`src/rtl/uart_engine.sv`:
```
`default_nettype none
// ============================================================================
//  Module      : uart_engine
//  Description : Full-duplex UART core with configurable character width,
//                optional parity (build macro UART_PARITY_EN), 1/2 stop bits,
//                framing/parity error flags and a small RX FIFO. TX and RX use
//                valid/ready handshakes; TX pin driven and RX pin sampled here.
//  Revision    : 1.0 - initial release
// ============================================================================
module uart_engine #(
    parameter int SYS_CLK       = 50_000_000,
    parameter int BAUD_RATE     = 115_200,
    parameter int DATA_BITS     = 8,
    parameter int OVERSAMPLE    = 16,
    parameter int RX_FIFO_DEPTH = 4
) (
    input  logic                 clk,
    input  logic                 rst,
    input  logic                 rx_i,
    output logic                 tx_o,
    input  logic [DATA_BITS-1:0] tx_data,
    input  logic                 tx_valid,
    output logic                 tx_ready,
    output logic                 tx_busy,
    output logic [DATA_BITS-1:0] rx_data,
    output logic                 rx_valid,
    input  logic                 rx_ready,
    output logic                 rx_frame_err,
    output logic                 rx_parity_err,
    output logic                 rx_overrun,
    input  logic                 cfg_two_stop,
    input  logic                 cfg_parity_en,
    input  logic                 cfg_parity_odd
);
    localparam int c_div_raw = SYS_CLK / (OVERSAMPLE * BAUD_RATE);
    localparam int c_clk_div = (c_div_raw < 1) ? 1 : c_div_raw;
    localparam int c_div_w   = (c_clk_div > 1) ? $clog2(c_clk_div) : 1;
    localparam int c_tick_w  = $clog2(OVERSAMPLE);
    localparam int c_bit_w   = $clog2(DATA_BITS);
    localparam int c_ptr_w   = $clog2(RX_FIFO_DEPTH);
    localparam int c_cnt_w   = c_ptr_w + 1;
    localparam int c_frm_w   = DATA_BITS + 3;
`ifdef UART_PARITY_EN
    localparam int c_ent_w   = DATA_BITS + 2;
`else
    localparam int c_ent_w   = DATA_BITS + 1;
`endif
    localparam logic [c_div_w-1:0]  c_div_last = c_div_w'(c_clk_div - 1);
    localparam logic [c_tick_w-1:0] c_os_last  = c_tick_w'(OVERSAMPLE - 1);
    localparam logic [c_tick_w-1:0] c_os_half  = c_tick_w'(OVERSAMPLE / 2 - 1);
    localparam logic [c_bit_w-1:0]  c_bit_last = c_bit_w'(DATA_BITS - 1);
    localparam logic [c_cnt_w-1:0]  c_depth    = c_cnt_w'(RX_FIFO_DEPTH);

    typedef enum logic [2:0] {
        RX_IDLE   = 3'd0,
        RX_START  = 3'd1,
        RX_DATA   = 3'd2,
        RX_PARITY = 3'd3,
        RX_STOP   = 3'd4,
        RX_BREAK  = 3'd5
    } rx_state_t;

    typedef enum logic [0:0] {
        TX_IDLE = 1'b0,
        TX_SEND = 1'b1
    } tx_state_t;

    // ------------------------------------------------------------------ RX
    rx_state_t              r_rx_state, w_rx_next;
    logic                   r_rx_meta, r_rx_sync;
    logic [c_div_w-1:0]     r_rx_div;
    logic [c_tick_w-1:0]    r_rx_tick_cnt;
    logic [c_bit_w-1:0]     r_rx_bit_cnt;
    logic [DATA_BITS-1:0]   r_rx_shift;
    logic                   w_rx_tick, w_rx_sample, w_push;
    logic [c_ent_w-1:0]     w_entry;
    logic                   w_rx_par_en;

`ifdef UART_PARITY_EN
    logic                   r_rx_par_en, r_rx_par_odd, r_rx_par_err;
    assign w_rx_par_en = r_rx_par_en;
    assign w_entry     = {r_rx_par_err, ~r_rx_sync, r_rx_shift};
`else
    logic                   w_unused_par;
    assign w_unused_par = cfg_parity_en ^ cfg_parity_odd;
    assign w_rx_par_en  = 1'b0;
    assign w_entry      = {~r_rx_sync, r_rx_shift};
`endif

    assign w_rx_tick = (r_rx_div == c_div_last);

    // Two-stage synchroniser for the asynchronous serial input (idles high)
    always_ff @(posedge clk or posedge rst) begin
        if (rst) begin
            r_rx_meta <= 1'b1;
            r_rx_sync <= 1'b1;
        end else begin
            r_rx_meta <= rx_i;
            r_rx_sync <= r_rx_meta;
        end
    end

    // RX state register
    always_ff @(posedge clk or posedge rst) begin
        if (rst) r_rx_state <= RX_IDLE;
        else     r_rx_state <= w_rx_next;
    end

    // RX next-state, sample strobe and FIFO push request
    always_comb begin
        w_rx_next   = r_rx_state;
        w_rx_sample = 1'b0;
        w_push      = 1'b0;
        case (r_rx_state)
            RX_IDLE: begin
                if (!r_rx_sync) w_rx_next = RX_START;
            end
            RX_START: begin
                if (w_rx_tick && r_rx_tick_cnt == c_os_half) begin
                    w_rx_sample = 1'b1;
                    w_rx_next   = r_rx_sync ? RX_IDLE : RX_DATA;
                end
            end
            RX_DATA: begin
                if (w_rx_tick && r_rx_tick_cnt == c_os_last) begin
                    w_rx_sample = 1'b1;
                    if (r_rx_bit_cnt == c_bit_last)
                        w_rx_next = w_rx_par_en ? RX_PARITY : RX_STOP;
                end
            end
`ifdef UART_PARITY_EN
            RX_PARITY: begin
                if (w_rx_tick && r_rx_tick_cnt == c_os_last) begin
                    w_rx_sample = 1'b1;
                    w_rx_next   = RX_STOP;
                end
            end
`endif
            RX_STOP: begin
                // Only the first stop bit is checked; a second one just looks idle
                if (w_rx_tick && r_rx_tick_cnt == c_os_last) begin
                    w_rx_sample = 1'b1;
                    w_push      = 1'b1;
                    w_rx_next   = r_rx_sync ? RX_IDLE : RX_BREAK;
                end
            end
            RX_BREAK: begin
                if (r_rx_sync) w_rx_next = RX_IDLE;
            end
            default: w_rx_next = RX_IDLE;
        endcase
    end

    // RX prescaler, tick/bit counters, data shifter and per-frame config
    always_ff @(posedge clk or posedge rst) begin
        if (rst) begin
            r_rx_div      <= '0;
            r_rx_tick_cnt <= '0;
            r_rx_bit_cnt  <= '0;
            r_rx_shift    <= '0;
`ifdef UART_PARITY_EN
            r_rx_par_en   <= 1'b0;
            r_rx_par_odd  <= 1'b0;
            r_rx_par_err  <= 1'b0;
`endif
        end else begin
            // Prescaler held in reset while waiting, so START counts from the edge
            if (r_rx_state == RX_IDLE || r_rx_state == RX_BREAK) begin
                r_rx_div      <= '0;
                r_rx_tick_cnt <= '0;
            end else if (w_rx_tick) begin
                r_rx_div      <= '0;
                r_rx_tick_cnt <= w_rx_sample ? '0 : r_rx_tick_cnt + 1'b1;
            end else begin
                r_rx_div      <= r_rx_div + 1'b1;
            end

            if (r_rx_state == RX_START) begin
                r_rx_bit_cnt <= '0;
            end else if (r_rx_state == RX_DATA && w_rx_sample) begin
                r_rx_bit_cnt <= r_rx_bit_cnt + 1'b1;
                r_rx_shift   <= {r_rx_sync, r_rx_shift[DATA_BITS-1:1]};
            end

`ifdef UART_PARITY_EN
            if (r_rx_state == RX_START && w_rx_sample && !r_rx_sync) begin
                r_rx_par_en  <= cfg_parity_en;
                r_rx_par_odd <= cfg_parity_odd;
                r_rx_par_err <= 1'b0;
            end else if (r_rx_state == RX_PARITY && w_rx_sample) begin
                r_rx_par_err <= r_rx_sync ^ (^r_rx_shift) ^ r_rx_par_odd;
            end
`endif
        end
    end

    // ------------------------------------------------------------- RX FIFO
    logic [c_ent_w-1:0]     r_mem [RX_FIFO_DEPTH];
    logic [c_ptr_w-1:0]     r_wr_ptr, r_rd_ptr;
    logic [c_cnt_w-1:0]     r_count;
    logic                   r_overrun;
    logic                   w_empty, w_full, w_pop, w_wr;
    logic [c_ent_w-1:0]     w_head;

    assign w_empty = (r_count == '0);
    assign w_full  = (r_count == c_depth);
    assign w_pop   = ~w_empty & rx_ready;
    assign w_wr    = w_push & (~w_full | w_pop);
    assign w_head  = r_mem[r_rd_ptr];

    // FIFO storage write port
    always_ff @(posedge clk) begin
        if (w_wr) r_mem[r_wr_ptr] <= w_entry;
    end

    // FIFO pointers, occupancy and overrun pulse
    always_ff @(posedge clk or posedge rst) begin
        if (rst) begin
            r_wr_ptr  <= '0;
            r_rd_ptr  <= '0;
            r_count   <= '0;
            r_overrun <= 1'b0;
        end else begin
            if (w_wr)  r_wr_ptr <= r_wr_ptr + 1'b1;
            if (w_pop) r_rd_ptr <= r_rd_ptr + 1'b1;
            if (w_wr && !w_pop)      r_count <= r_count + 1'b1;
            else if (!w_wr && w_pop) r_count <= r_count - 1'b1;
            r_overrun <= w_push & ~w_wr;
        end
    end

    assign rx_valid     = ~w_empty;
    assign rx_data      = w_empty ? '0 : w_head[DATA_BITS-1:0];
    assign rx_frame_err = ~w_empty & w_head[DATA_BITS];
    assign rx_overrun   = r_overrun;
`ifdef UART_PARITY_EN
    assign rx_parity_err = ~w_empty & w_head[DATA_BITS+1];
`else
    assign rx_parity_err = 1'b0;
`endif

    // ------------------------------------------------------------------ TX
    tx_state_t              r_tx_state, w_tx_next;
    logic                   r_tx_o;
    logic [c_frm_w-1:0]     r_tx_shift;
    logic [3:0]             r_tx_left;
    logic [c_div_w-1:0]     r_tx_div;
    logic [c_tick_w-1:0]    r_tx_tick_cnt;
    logic                   w_tx_tick, w_tx_bit_end;
    logic                   w_tx_p, w_tx_par_bit;
    logic [3:0]             w_tx_left;

`ifdef UART_PARITY_EN
    assign w_tx_p       = cfg_parity_en;
    assign w_tx_par_bit = cfg_parity_en ? ((^tx_data) ^ cfg_parity_odd) : 1'b1;
`else
    assign w_tx_p       = 1'b0;
    assign w_tx_par_bit = 1'b1;
`endif
    // Bits still to send after the start bit: data, parity, stop(s)
    assign w_tx_left = 4'(DATA_BITS) + {3'b000, w_tx_p} + 4'd1 + {3'b000, cfg_two_stop};
    assign w_tx_tick = (r_tx_div == c_div_last);

    // TX state register
    always_ff @(posedge clk or posedge rst) begin
        if (rst) r_tx_state <= TX_IDLE;
        else     r_tx_state <= w_tx_next;
    end

    // TX next-state and bit-boundary strobe
    always_comb begin
        w_tx_next    = r_tx_state;
        w_tx_bit_end = 1'b0;
        case (r_tx_state)
            TX_IDLE: begin
                if (tx_valid) w_tx_next = TX_SEND;
            end
            TX_SEND: begin
                if (w_tx_tick && r_tx_tick_cnt == c_os_last) begin
                    w_tx_bit_end = 1'b1;
                    if (r_tx_left == 4'd0) w_tx_next = TX_IDLE;
                end
            end
            default: w_tx_next = TX_IDLE;
        endcase
    end

    // TX frame loading, prescaler and serial shifter
    always_ff @(posedge clk or posedge rst) begin
        if (rst) begin
            r_tx_o        <= 1'b1;
            r_tx_shift    <= '1;
            r_tx_left     <= 4'd0;
            r_tx_div      <= '0;
            r_tx_tick_cnt <= '0;
        end else if (r_tx_state == TX_IDLE) begin
            r_tx_div      <= '0;
            r_tx_tick_cnt <= '0;
            if (tx_valid) begin
                r_tx_o     <= 1'b0;
                r_tx_shift <= {2'b11, w_tx_par_bit, tx_data};
                r_tx_left  <= w_tx_left;
            end
        end else begin
            if (w_tx_tick) begin
                r_tx_div      <= '0;
                r_tx_tick_cnt <= r_tx_tick_cnt + 1'b1;
            end else begin
                r_tx_div      <= r_tx_div + 1'b1;
            end
            if (w_tx_bit_end) begin
                if (r_tx_left == 4'd0) begin
                    r_tx_o <= 1'b1;
                end else begin
                    r_tx_o     <= r_tx_shift[0];
                    r_tx_shift <= {1'b1, r_tx_shift[c_frm_w-1:1]};
                    r_tx_left  <= r_tx_left - 1'b1;
                end
            end
        end
    end

    assign tx_o     = r_tx_o;
    assign tx_ready = (r_tx_state == TX_IDLE);
    assign tx_busy  = ~tx_ready;

endmodule
`default_nettype wire

```
`config.mk`:
```
export PLATFORM = sky130hd
export DESIGN_NAME = uart_engine
export DESIGN_NICKNAME = d
export VERILOG_FILES = /design/src/rtl/uart_engine.sv
export SDC_FILE = /design/constraint.sdc
export NUM_CORES = 1
export LEC_CHECK = 0
export ABC_AREA = 1
export CAP_MARGIN = 20
export CORE_MARGIN = 5
export CORE_UTILIZATION = 35
export CTS_CLUSTER_DIAMETER = 30
export CTS_CLUSTER_SIZE = 40
export DETAILED_ROUTE_END_ITERATION = 7
export PLACE_DENSITY_LB_ADDON = 0.1
export REMOVE_ABC_BUFFERS = 1
export SYNTH_ARGS = -nofsm -noshare
export SYNTH_HDL_FRONTEND = slang
export SYNTH_SLANG_ARGS = --single-unit
```
`constraint.sdc`:
```
create_clock -name clk -period 2.1 [get_ports clk]
set_clock_uncertainty 0.1 [all_clocks]
set_input_delay 0.21 -clock clk [delete_from_list [all_inputs] [get_ports clk]]
set_output_delay 0.21 -clock clk [all_outputs]
set_load 0.02 [all_outputs]
```
# [After elaboration in Yosys (flattened, before gate mapping)]
# Memory sizes are Yosys's and may differ from the RTL's.
# Index checks and enable logic that the tools add are counted.
# W data, S select, Z words.
[classes] add_sub_neg=11 n_eq_ne=20 mux=47 bitwise=11 reduce_logical=21
[op_table] operator="$mux W11" n=4
[op_table] operator="$mux W4" n=9
[op_table] operator="$mux W3" n=11
[op_table] operator="$mux W5" n=4
[op_table] operator="$pmux W3 S5" n=1
[op_table] operator="$mux W1" n=14
[op_table] operator="$ne A2 B2 Y1 const B" n=7
[op_table] operator="$eq A3 B3 Y1 const B" n=4
[op_table] operator="$add A5 B1 Y5 const B" n=2
[op_table] operator="$eq A5 B5 Y1 const B" n=2
[op_table] operator="$add A4 B1 Y4 const B" n=2
[op_table] operator="$eq A4 B4 Y1 const B" n=2
[op_table] operator="$mux W8" n=1
[op_table] operator="$reduce_bool A2 Y1" n=4
[op_table] operator="$add A3 B1 Y3 const B" n=2
[op_table] operator="$logic_and A1 B1 Y1" n=6
[op_table] operator="$logic_not A3 Y1" n=2
[op_table] operator="$not A1 Y1" n=6
[op_table] operator="$reduce_and A6 Y1" n=1
[op_table] operator="$add A2 B1 Y2 const B" n=2
[op_table] operator="$add A4 B1 Y4 const A" n=1
[op_table] operator="$and A1 B1 Y1" n=4
[op_table] operator="$eq A4 B3 Y1 const B" n=1
[op_table] operator="$logic_not A4 Y1" n=1
[op_table] operator="other kinds (13)" n=17
[word_totals] register_bits=59 ram_bits=36 inputBits=16 wordCells=128 memories=1
[mem_list] memory="r_mem" words=4 word_bits=9 read_ports=1 rd_clocked_by_memory_dff=0 write_ports=1 line="198" text="logic [c_ent_w-1:0] r_mem [RX_FIFO_DEPTH];"

# [Longest topological paths before layout]
# Gate-level depths: netlist of run 1.
[logic_depth] word_depth=9 ltp_mapped=13 depth_no_buf=13

# [Worst setup path after synthesis of run 1]
# No wires, ideal clock.
[synth_path] path_kind="register to register" startpoint="reg r_rx_div[0]" endpoint="reg r_count[2]" setup_ns=0.080 t_arrival_ns=2.003 required_time_ns=1.920 setup_slack_ns=-0.083 stages_incl_launch_ff=14 cell_sequence="dfrtp_1 -> inv_1 -> ha_1 -> nand4_4 -> nor2_4 -> nand3_2 -> inv_2 -> ha_1 -> inv_1 -> fa_1 -> nor2_1 -> nor2_1 -> nand2_1 -> xnor2_1"
[synth_via] elab_chain_len=8
[synth_rtl] element="start: declaration" line="71" text="logic [c_div_w-1:0] r_rx_div;"
[synth_rtl] element="start signal: assignment" line="175" text="r_rx_div <= r_rx_div + 1'b1;"
[synth_rtl] element="$eq A5 B5 Y1 *" line="90" text="assign w_rx_tick = (r_rx_div == c_div_last);"
[synth_rtl] element="$logic_and A1 B1 Y1 *" line="141" text="if (w_rx_tick && r_rx_tick_cnt == c_os_last) begin"
[synth_rtl] element="$mux W1 *" line="141"
[synth_rtl] element="$mux W1 *" line="114" text="case (r_rx_state)"
[synth_rtl] element="$and A1 B1 Y1 *" line="208" text="assign w_wr = w_push & (~w_full | w_pop);"
[synth_rtl] element="named net w_wr" line="202" text="logic w_empty, w_full, w_pop, w_wr;"
[synth_rtl] element="$logic_not A1 Y1" line="227" text="else if (!w_wr && w_pop) r_count <= r_count - 1'b1;"
[synth_rtl] element="$logic_and A1 B1 Y1" line="227"
[synth_rtl] element="$reduce_bool A2 Y1 (no source line)"
[synth_rtl] element="end signal: assignment" line="226" text="if (w_wr && !w_pop) r_count <= r_count + 1'b1;"
[synth_rtl] element="end signal: assignment" line="227"
[synth_rtl] element="end: declaration" line="200" text="logic [c_cnt_w-1:0] r_count;"
# Mark *: on every way through the listed nets, which the timed path passes. The rest lies on a longest branch.
# A chain may end at the register's enable or synchronous reset.

# [Final worst setup path of run 1]
[layout_path] startpoint="reg r_rd_ptr[0]" endpoint="out rx_frame_err"
[layout_via] elab_chain_len=2
[layout_rtl] element="start: declaration" line="199" text="logic [c_ptr_w-1:0] r_wr_ptr, r_rd_ptr;"
[layout_rtl] element="start signal: assignment" line="225" text="if (w_pop) r_rd_ptr <= r_rd_ptr + 1'b1;"
[layout_rtl] element="$mem_v2 Z4 W9"
[layout_rtl] element="$and A1 B1 Y1" line="234" text="assign rx_frame_err = ~w_empty & w_head[DATA_BITS];"
[layout_rtl] element="end: declaration" line="28" text="output logic rx_frame_err,"
# No other way between the ends.

==> results of run 1 <==
## cell usage after synthesis (4+ instances only)
master	number
nand3_1	21
ha_1	15
edfxtp_1	36
buf_2	4
nor2_1	59
buf_6	4
xnor2_1	5
inv_2	5
o21ai_0	31
nor3_1	8
dfstp_2	11
nor2_2	5
inv_1	52
a21oi_1	14
dfrtp_1	45
nand2_1	62
xor2_1	8
nand2_2	12
nand3_2	4
o21ai_1	13
o21ai_2	10
## worst min path at each step
stage / startpoint / end / slack, ns / depth (start not counted)
6_report: rst / r_tx_tick_cnt[1] / 0.14 / 3
5_1_grt: rst / r_rx_shift[5] / 0.17 / 3
4_1_cts: rst / r_tx_tick_cnt[1] / 0.15 / 3
3_5_place_dp: r_rx_meta / r_rx_sync / 0.25 / 0
3_3_place_gp: r_rx_meta / r_rx_sync / 0.25 / 0
2_1_floorplan: rx_i / r_rx_meta / 0.11 / 0
## cell type report
cell class,count,share of cell area (%)
clock buffer,10,4.27
clock inverter,6,1.75
inverter,58,4.11
multi-input combinational,283,29.9
sequential,92,46.5
tap,168,3.92
timing repair buffer,53,9.49
## registers in the layout, summed over array words and instances (netlist names)
| signal | cells |
|---|---|
| r_count | 3 |
| r_mem | 36 |
| r_rd_ptr | 2 |
| r_rx_bit_cnt | 3 |
| r_rx_div | 5 |
| r_rx_meta | 1 |
| r_rx_shift | 8 |
| r_rx_state | 3 |
| r_rx_sync | 1 |
| r_rx_tick_cnt | 4 |
| r_tx_div | 5 |
| r_tx_left | 4 |
| r_tx_shift | 8 |
| r_tx_tick_cnt | 4 |
| r_wr_ptr | 2 |
| rx_overrun | 1 |
| tx_busy | 1 |
| tx_o | 1 |
## power by group through the flow
stage	logic, uW	clock network, uW	registers [uW]
after floorplan	610	0	2040
after global placement	1160	0	2000
after detailed placement	1170	0	2000
after CTS	1170	1790	1970
after global routing	1270	1860	1980
final	1140	1740	1970
## per-layer routing
metal | wire [um] | vias to the layer above | GRT usage (%) | share of wire, %
met4 | 188 | 0 | 5.88 | 2.4
met1 | 3730 | 1393 | 14.6 | 48
met2 | 3680 | 30 | 18.3 | 47
li1 | - | 1554 | - | -
met3 | 195 | 10 | 2.04 | 2.5
met5 | 0 | - | 0 | 0
## worst reg2reg max path: stages (launching register included)
cell	delay (ns)
dfrtp_1	0.38
inv_1	0.06
ha_2	0.20
nand4_4	0.10
nor2_4	0.11
nand3_2	0.08
inv_2	0.08
ha_4	0.12
inv_2	0.04
fa_2	0.52
nor2_1	0.04
a21oi_1	0.11
## through the flow
stage,instances,TNS [ns],instance area (sq um),hold slack [ns],utilization [%]
detailed placement,651,-0.00604,4970,0.249,40.9
global placement,651,0,4970,0.247,40.9
finish,670,-0.109,5360,0.140,44.1
floorplan,433,-0.446,4290,0.114,-
global route,670,-0.295,5360,0.169,44.1
CTS,668,-1.53,5310,0.147,43.6
## cells by family after synthesis
| kind of cell | count (synthesis) | synth area share, % |
|---|---|---|
| xor+xnor | 13 | 2.60 |
| fa+ha+maj | 16 | 4.74 |
| other cells | 1 | 0.0855 |
| buf+inv | 71 | 7.05 |
| simple gates | 182 | 19.5 |
| compound gates | 71 | 9.10 |
| flops | 92 | 56.9 |
## what timing repair did
action                     in CTS  in global routing
gates cloned                    0                  0
hold endpoints to repair        0                  0
pin swaps                       2                  4
buffers inserted                1                  2
gates resized for setup         4                 14
setup endpoints to repair      11                 11
==> metrics.cfg, run 1 <==
[power]
p_seq_share_pct=40.7
power_per_cell_area_nw_per_um2=904
p_total_uw=4850
p_int_uw=3470
irDropWorstVdd_mv=0.375
switchingPower_uw=1380
p_clk_share_pct=35.8
switching_share_pct=28.4
leakagePower_uw=0.00245
power_frac_comb_pct=23.5

[critical_path]
required_ns=1.79
critPathBufInv=2
cp_slowest_stage_delay_ns=0.61
critPathTopFamily=buffers and inverters
crit_fanout=14
worstSetupPathType=flop to output port
crit_chain=buf_12 -> nor2_1 -> nor2_1 -> o21ai_0 -> a21oi_1 -> clkdlybuf4s50_1
worst_path_max_delay_cell=clkdlybuf4s50_1
r2r-end=r_count[1]
r2r_cells=11
r2r_start=r_rx_div[0]
crit_arrival_ns=1.90
crit_start=r_rd_ptr[0]
worst_path_most_repeated_cell=nor2_1
rrSetupSlack_ns=0.09
start_kind=flop
endpoint_kind=output port
cp-endpoint=rx_frame_err
path_depth=6

[yosys]
yosysTopAreaCellShare_pct=25.7
synthArstFlopShare_pct=60.9
synth_area_leader_cell=dfrtp_1
synth_area_leaders=dfrtp_1 26%, edfxtp_1 25%, dfstp_2 6.6%
ys_types=37
ys_ff_latch=92
synthCells=446
ys.flop_type=dfrtp_1
yosys_warnings=0
synth_edf_count=36
yosysSeqAreaShare_pct=56.9
syn-cell-area_sq_um=4390
syn_area_per_cell_sq_um=9.83

[status]
status=finished, violations left
violations=negative setup slack

[finish]
seq_area_sq_um=2500
n_fill_cell=1168
area_delta_synth_final_pct=22.3
mostFrequentLayoutCell=nand2_1
antennaDiodeCount=0
multiInputGateArea_sq_um=1610
final_nets=529
final_cell_mix=62 x nand2_1, 59 x nor2_1, 50 x inv_1, 45 x dfrtp_1, 36 x edfxtp_1
drive_gt1_share_pct=20.1

[grt]
grtUsageTotal_pct=11.4
grt_pass1_wl_um=13400
first_global_vias=2843
gr-total-overflow=0
antenna_found_initial=0
grt_max_degree=57

[sta]
rsz0062_at_grt=yes
setup_violations=1
final_hold_viol_count=0
slew_viol_final=0
timing.final.crit_share_pct=105
fin_crit_ns=2.21
fmax_mhz=453
worst_slack_ns=-0.109

[place]
place_ws_ns=-0.00604
port_buffers=27
hpwl_um=5310
gp_congestion=0.757

[die]
die_h_um=122
die_w_um=122
dieArea_sq_um=14900
rows=40
fp.coreArea_sq_um=12200
io_pins=31
initial_core_util_pct=36.1

[cts]
cts_root_buffer=clkbuf_16
path_clk_slew_ns=0.07
cts_tree=built
cts_max_level=3
ctsHoldBuffers=0
cts_buffer_depth=2
clkLatencyLatePin_ns=0.34
cts_buffers=9
cts_num_sinks=92

[route]
wl_per_cell_um=11.6
drt_iter0_markers=164
wl_um=7790
dr.pass1.iters=4
vias_per_cell=4.46
vias=2987
final_antenna_net_count=0
drc_errors=0

[job]
drv_cap=0

[hold_path]
hold_path_class=primary input to asynchronous set/reset pin

No activity file was read; power rests on OpenSTA's default activity.
==> run 2: changes to the inputs <==
- GPL_TIMING_DRIVEN: unset -> 0
==> run 2 against run 1 <==
The run now ends clean. Maximum frequency grew 7.8%. Critical path depth grew 5. Wire length grew 5.7%. Sequential power is essentially flat. Register-to-register slack lost 0.04 ns. Highest routed layer unchanged.
==> metrics.cfg, run 2 (synthesized netlist as in run 1, its figures left out) <==
[status]
status=finished, final reports clean  ; was finished, violations left

[critical_path]
endpoint_kind=flop  ; was output port
start_kind=flop  ; unchanged
worst_path_max_delay_cell=fa_2  ; was clkdlybuf4s50_1
crit_arrival_ns=2.21  ; was 1.90 ns
crit_chain=inv_1 -> ha_2 -> nand4_4 -> nor2_4 -> nand3_4 -> inv_4 -> ha_4 -> inv_4 -> fa_2 -> nor2_1 -> a21oi_1  ; was buf_12 -> nor2_1 -> nor2_1 -> o21ai_0 -> a21oi_1 -> clkdlybuf4s50_1
required_ns=2.27  ; was 1.79 ns
r2r_cells=11  ; unchanged
critPathBufInv=3  ; was 2
crit_fanout=4  ; was 14
worst_path_most_repeated_cell=inv_4  ; was nor2_1
worstSetupPathType=flop to flop  ; was flop to output port
critPathTopFamily=adder cells  ; was buffers and inverters
path_depth=11  ; was 6
cp_slowest_stage_delay_ns=0.51  ; was 0.61 ns

[sta]
setup_violations=0  ; was 1
worst_pin_slew_ns=0.669
fin_crit_ns=2.05  ; was 2.21 ns
tns_ns=0  ; was -0.109 ns
final_hold_viol_count=0  ; unchanged
rsz0062_at_grt=yes  ; unchanged
timing.final.crit_share_pct=97.5  ; was 105%
slew_viol_final=0  ; unchanged
fmax_mhz=488  ; was 453 MHz
relSlewSlack_pct=55.3
finalHoldWorstSlack_ns=0.174  ; was 0.140 ns

[grt]
first_global_vias=2955  ; was 2,843
grt_most_used_layer=met2  ; unchanged
gr-total-overflow=0  ; unchanged
antenna_found_initial=0  ; unchanged
grtUsageTotal_pct=12.1  ; was 11.4%
grt_use_met1_pct=16.2  ; was 14.6%
use_met3_pct=2.14  ; was 2.04%
grt_pass1_wl_um=14100  ; was 13,400 um
grt_max_degree=31  ; was 57
grt_use_met2_pct=18.9  ; was 18.3%

[finish]
utilization_pct=44.1  ; about the same
largest_register_ffs=36  ; unchanged
design_area_sq_um=5360  ; about the same
drive_gt1_share_pct=22.0  ; was 20.1%
reg_top3=r_mem (36), r_rx_shift (8), r_tx_shift (8)  ; unchanged
antennaDiodeCount=0  ; unchanged
largest_register=r_mem  ; unchanged
area_delta_synth_final_pct=22.2  ; was 22.3%
final_cell_mix=62 x nand2_1, 54 x nor2_1, 48 x inv_1, 42 x dfrtp_1, 36 x edfxtp_1  ; was 62 x nand2_1, 59 x nor2_1, 50 x inv_1, 45 x dfrtp_1, 36 x edfxtp_1
final_nets=523  ; was 529
mostFrequentLayoutCell=nand2_1  ; unchanged

[route]
vias_per_cell=4.46  ; about the same
vias=2961  ; was 2,987
drt_iter0_markers=138  ; was 164
final_antenna_net_count=0  ; unchanged
wl_um=8240  ; was 7790 um
drc_errors=0  ; unchanged
wl_per_cell_um=12.4  ; was 11.6 um
dr.pass1.iters=4  ; unchanged

[die]
die_w_um=122  ; unchanged
initial_core_util_pct=36.1  ; unchanged
die_h_um=122  ; unchanged
fp.coreArea_sq_um=12200  ; unchanged
dieArea_sq_um=14900  ; unchanged
rows=40  ; unchanged
io_pins=31  ; unchanged

[cts]
cts_root_buffer=clkbuf_16  ; unchanged
path_clk_slew_ns=0.06  ; was 0.07 ns
cts_num_sinks=92  ; unchanged
cts_max_level=3  ; unchanged
cts_tree=built  ; unchanged
cts_buffers=9  ; unchanged
clkLatencyLatePin_ns=0.34  ; about the same
cts_buffer_depth=2  ; unchanged
ctsHoldBuffers=0  ; unchanged

[hold_path]
hold_path_depth=1
hold_path_class=primary input to flop  ; was primary input to asynchronous set/reset pin

[power]
p_total_uw=4790  ; was 4850 uW
p_clk_share_pct=34.3  ; was 35.8%
p_seq_share_pct=41.7  ; was 40.7%
leakagePower_uw=0.00228  ; was 0.00245 uW
p_int_uw=3360  ; was 3470 uW
power_frac_comb_pct=24.0  ; was 23.5%
power_per_cell_area_nw_per_um2=894  ; was 904 nW/um^2
switching_share_pct=29.9  ; was 28.4%
switchingPower_uw=1430  ; was 1380 uW
irDropWorstVdd_mv=0.372  ; was 0.375 mV

[place]
port_buffers=27  ; unchanged
dpl_cell_area_sq_um=4800  ; was 4970 sq um
hpwl_um=5220  ; was 5310 um
gp_congestion=0.733  ; was 0.757

[job]
drv_cap=0  ; unchanged

-- run 2: cell count changes in the layout (fill, tap and decap cells not counted), moves of 3 or more --
cell	delta
nor2_4	+5
dfrtp_1	-3
clkbuf_2	+3
dlymetal6s2s_1	-7
clkdlybuf4s15_1	+4
nor2_1	-5
buf_4	-8
-- run 2: routing by layer --
metal | vias up | part of all wire, % | routed length [um]
li1 | 1543 | - | -
met1 | 1370 | 47 | 3870
met5 | - | 0 | 0
met3 | 13 | 2.8 | 234
met2 | 35 | 48 | 3960
met4 | 0 | 2.2 | 184
-- run 2: power by group through the flow --
stage	Clock, uW	Combinational [uW]	Sequential, uW
global placement	0	984	2090
finish	1640	1150	2000
detailed placement	0	1000	2090
global route	1780	1310	2010
CTS	1690	991	2090
floorplan	0	610	2040
-- run 2: final timing paths --
path	from	to	slack (ns)
hold reg to reg	r_rx_meta	r_rx_sync	0.26
hold / removal	rx_i	r_rx_meta	0.17
setup reg to reg	r_rx_div[0]	r_count[1]	0.05
min in group asynchronous	rst	r_tx_tick_cnt[2]	0.19
setup / recovery	r_rx_div[0]	r_count[1]	0.05
max in group asynchronous	rst	r_tx_shift[6]	1.07
-- run 2: repair_timing --
action / 4_1_cts / 5_1_grt
hold endpoints to repair: 0 / 0
pin swaps: 5 / 3
buffers inserted: 10 / 8
gates resized for setup: 37 / 16
gates cloned: 1 / 0
setup endpoints to repair: 51 / 12
-- run 2: final cells by class --
| cell class | count | area [sq um] |
|---|---|---|
| well taps | 168 | 210 |
| inverters | 58 | 236 |
| fillers | 1164 | 6800 |
| repair buffers | 46 | 438 |
| clock buffers | 10 | 239 |
| clock inverters | 6 | 62.6 |
| multi-input cells | 283 | 1670 |
| flip-flops and latches | 92 | 2500 |
| repair inverters | 1 | 5.00 |
-- run 2: metrics by stage --
step	cells	setup WS, ns
after detailed placement	629	-0.516
after floorplan	433	-0.263
after global routing	664	-0.103
final	664	0.0516
after CTS	656	0.000879
after global placement	628	-1.04
==> run 3: changes to the inputs <==
- CAP_MARGIN: 20 -> unset
- CORE_MARGIN: 5 -> unset
==> run 3 against run 2 <==
Power down 2.1%. Clock power decreased by 9%. Sequential power barely moved. Worst hold slack worse by 0.0015 ns. Highest routed layer unchanged. Design area fell by 0.68%. Critical path depth is 2 higher.
==> metrics.cfg, run 3 (synthesized netlist as in run 1, its figures left out) <==
[critical_path]
crit_arrival_ns=2.25  ; was 2.21 ns
critPathTopFamily=adder cells  ; unchanged
cp_slowest_stage_delay_ns=0.38  ; was 0.51 ns
worst_path_max_delay_cell=dfrtp_1  ; was fa_2
crit_fanout=3  ; was 4
critPathBufInv=3  ; unchanged
required_ns=2.27  ; about the same
worstSetupPathType=flop to flop  ; unchanged
start_kind=flop  ; unchanged
endpoint_kind=flop  ; unchanged
crit_chain=inv_1 -> ha_2 -> nand4_4 -> nor2_4 -> nand3_4 -> inv_2 -> ha_4 -> inv_4 -> fa_2 -> nor2_2 -> nor2_1 -> nand2_1 -> xnor2_1  ; was inv_1 -> ha_2 -> nand4_4 -> nor2_4 -> nand3_4 -> inv_4 -> ha_4 -> inv_4 -> fa_2 -> nor2_1 -> a21oi_1

[power]
irDropWorstVdd_mv=0.541  ; was 0.372 mV
leakagePower_uw=0.00228  ; about the same
p_total_uw=4690  ; was 4790 uW
power_per_cell_area_nw_per_um2=881  ; was 894 nW/um^2

[cts]
path_clk_slew_ns=0.07  ; was 0.06 ns
cts_buffer_depth=2  ; unchanged
cts_tree=built  ; unchanged
cts_num_sinks=92  ; unchanged
cts_root_buffer=clkbuf_16  ; unchanged
cts_max_level=3  ; unchanged
ctsHoldBuffers=0  ; unchanged
clkLatencyLatePin_ns=0.34  ; about the same
cts_buffers=9  ; unchanged

[finish]
design_area_sq_um=5320  ; was 5360 sq um
largest_register=r_mem  ; unchanged
mostFrequentLayoutCell=nand2_1  ; unchanged
reg_top3=r_mem (36), r_rx_shift (8), r_tx_shift (8)  ; unchanged
final_nets=528  ; was 523
antennaDiodeCount=0  ; unchanged
final_cell_mix=62 x nand2_1, 54 x nor2_1, 48 x inv_1, 42 x dfrtp_1, 36 x edfxtp_1  ; unchanged
drive_gt1_share_pct=23.4  ; was 22.0%
area_delta_synth_final_pct=21.4  ; was 22.2%
largest_register_ffs=36  ; unchanged
n_fill_cell=1221  ; was 1,164

[die]
initial_core_util_pct=36.2  ; was 36.1%
io_pins=31  ; unchanged
fp.coreArea_sq_um=12100  ; was 12,200 sq um
rows=40  ; unchanged
die_w_um=114  ; was 122 um
die_h_um=114  ; was 122 um
dieArea_sq_um=13000  ; was 14,900 sq um

[place]
port_buffers=27  ; unchanged
hpwl_um=5240  ; was 5220 um
place_ws_ns=-0.489  ; was -0.516 ns
dpl_cell_area_sq_um=4800  ; unchanged
gp_congestion=0.773  ; was 0.733

[grt]
grtUsageTotal_pct=14.8  ; was 12.1%
use_met3_pct=4.04  ; was 2.14%
grt_use_met1_pct=18.6  ; was 16.2%
gr-total-overflow=0  ; unchanged
grt_use_met2_pct=23.6  ; was 18.9%
first_global_vias=3020  ; was 2,955
grt_max_degree=32  ; was 31
antenna_found_initial=0  ; unchanged
grt_pass1_wl_um=14600  ; was 14,100 um
grt_most_used_layer=met2  ; unchanged

[hold_path]
hold_path_class=primary input to flop  ; unchanged

[route]
drt_iter0_markers=123  ; was 138
final_antenna_net_count=0  ; unchanged
vias_per_cell=4.51  ; was 4.46
drc_errors=0  ; unchanged
wl_um=8590  ; was 8240 um
wl_per_cell_um=12.8  ; was 12.4 um
vias=3020  ; was 2,961
dr.pass1.iters=4  ; unchanged

[sta]
slew_viol_final=0  ; unchanged
worst_slack_ns=0.0153  ; was 0.0516 ns
tns_ns=0  ; unchanged
worst_pin_slew_ns=0.683  ; was 0.669 ns
fin_crit_ns=2.08  ; was 2.05 ns
rsz0062_at_grt=yes  ; unchanged
final_hold_viol_count=0  ; unchanged
relSlewSlack_pct=54.4  ; was 55.3%
timing.final.crit_share_pct=99.3  ; was 97.5%
setup_violations=0  ; unchanged
fmax_mhz=480  ; was 488 MHz

[job]
drv_cap=0  ; unchanged

[status]
status=finished, final reports clean  ; unchanged

## run 3: cell count changes in the layout (fill, tap and decap cells not counted), sizes merged
cell	previous run	this run
buf	19	26
bufinv	1	0
clkdlybuf4s15	5	4
clkdlybuf4s50	17	18
clkinvlp	4	5
dlygate4sd2	1	0
dlymetal6s2s	1	0
## run 3: metrics by stage
| step | hold slack (ns) | utilization, % | std cells |
|---|---|---|---|
| floorplan | 0.114 | - | 433 |
| global placement | 0.248 | 39.4 | 628 |
| detailed placement | 0.253 | 39.6 | 629 |
| CTS | 0.157 | 43.6 | 662 |
| global route | 0.169 | 44.0 | 669 |
| finish | 0.173 | 44.0 | 669 |
## run 3: cell type report
class | count | area [sq um] | area share, %
Clock buffer | 10 | 229 | 4.30
Clock inverter | 6 | 40.0 | 0.752
Timing Repair inverter | 1 | 5.00 | 0.0940
Sequential cell | 92 | 2500 | 47.0
Tap cell | 168 | 210 | 3.95
Multi-Input combinational cell | 283 | 1660 | 31.2
Timing Repair Buffer | 51 | 445 | 8.37
Inverter | 58 | 230 | 4.32
## run 3: where the power goes
group	leakage (uW)	internal (uW)	switching, uW
Combinational	0.00109	509	676
Clock	0.000123	800	693
Sequential	0.00107	1920	90.2
Total	0.00228	3230	1460
## run 3: per-layer routing
layer | part of all wire, % | vias up
met5 | 0 | -
met3 | 4.3 | 11
met4 | 2.4 | 0
met2 | 46 | 53
li1 | - | 1548
met1 | 47 | 1408
## run 3: final timing paths
kind,from,depth (start not counted),to,slack [ns]
min in group asynchronous,rst,2,r_tx_left[1],0.19
min,rx_i,1,r_rx_meta,0.17
min reg2reg,r_rx_meta,0,r_rx_sync,0.26
max,r_rx_div[0],13,r_count[2],0.02
max in group asynchronous,rst,3,r_rd_ptr[0],1.11
max reg2reg,r_rx_div[0],13,r_count[2],0.02
## run 3: worst register-to-register path, cell delays in order, from the launching register on
cell	delay (ns)
dfrtp_1	0.38
inv_1	0.06
ha_2	0.20
nand4_4	0.10
nor2_4	0.16
nand3_4	0.08
inv_2	0.08
ha_4	0.13
inv_4	0.04
fa_2	0.35
nor2_2	0.09
nor2_1	0.05
nand2_1	0.08
xnor2_1	0.12
## run 3: what timing repair did
| action | 4_1_cts | 5_1_grt |
|---|---|---|
| gates resized for setup | 44 | 13 |
| gates cloned | 1 | 0 |
| buffers inserted | 16 | 7 |
| pin swaps | 5 | 2 |
| setup endpoints to repair | 50 | 10 |
| hold endpoints to repair | 0 | 0 |
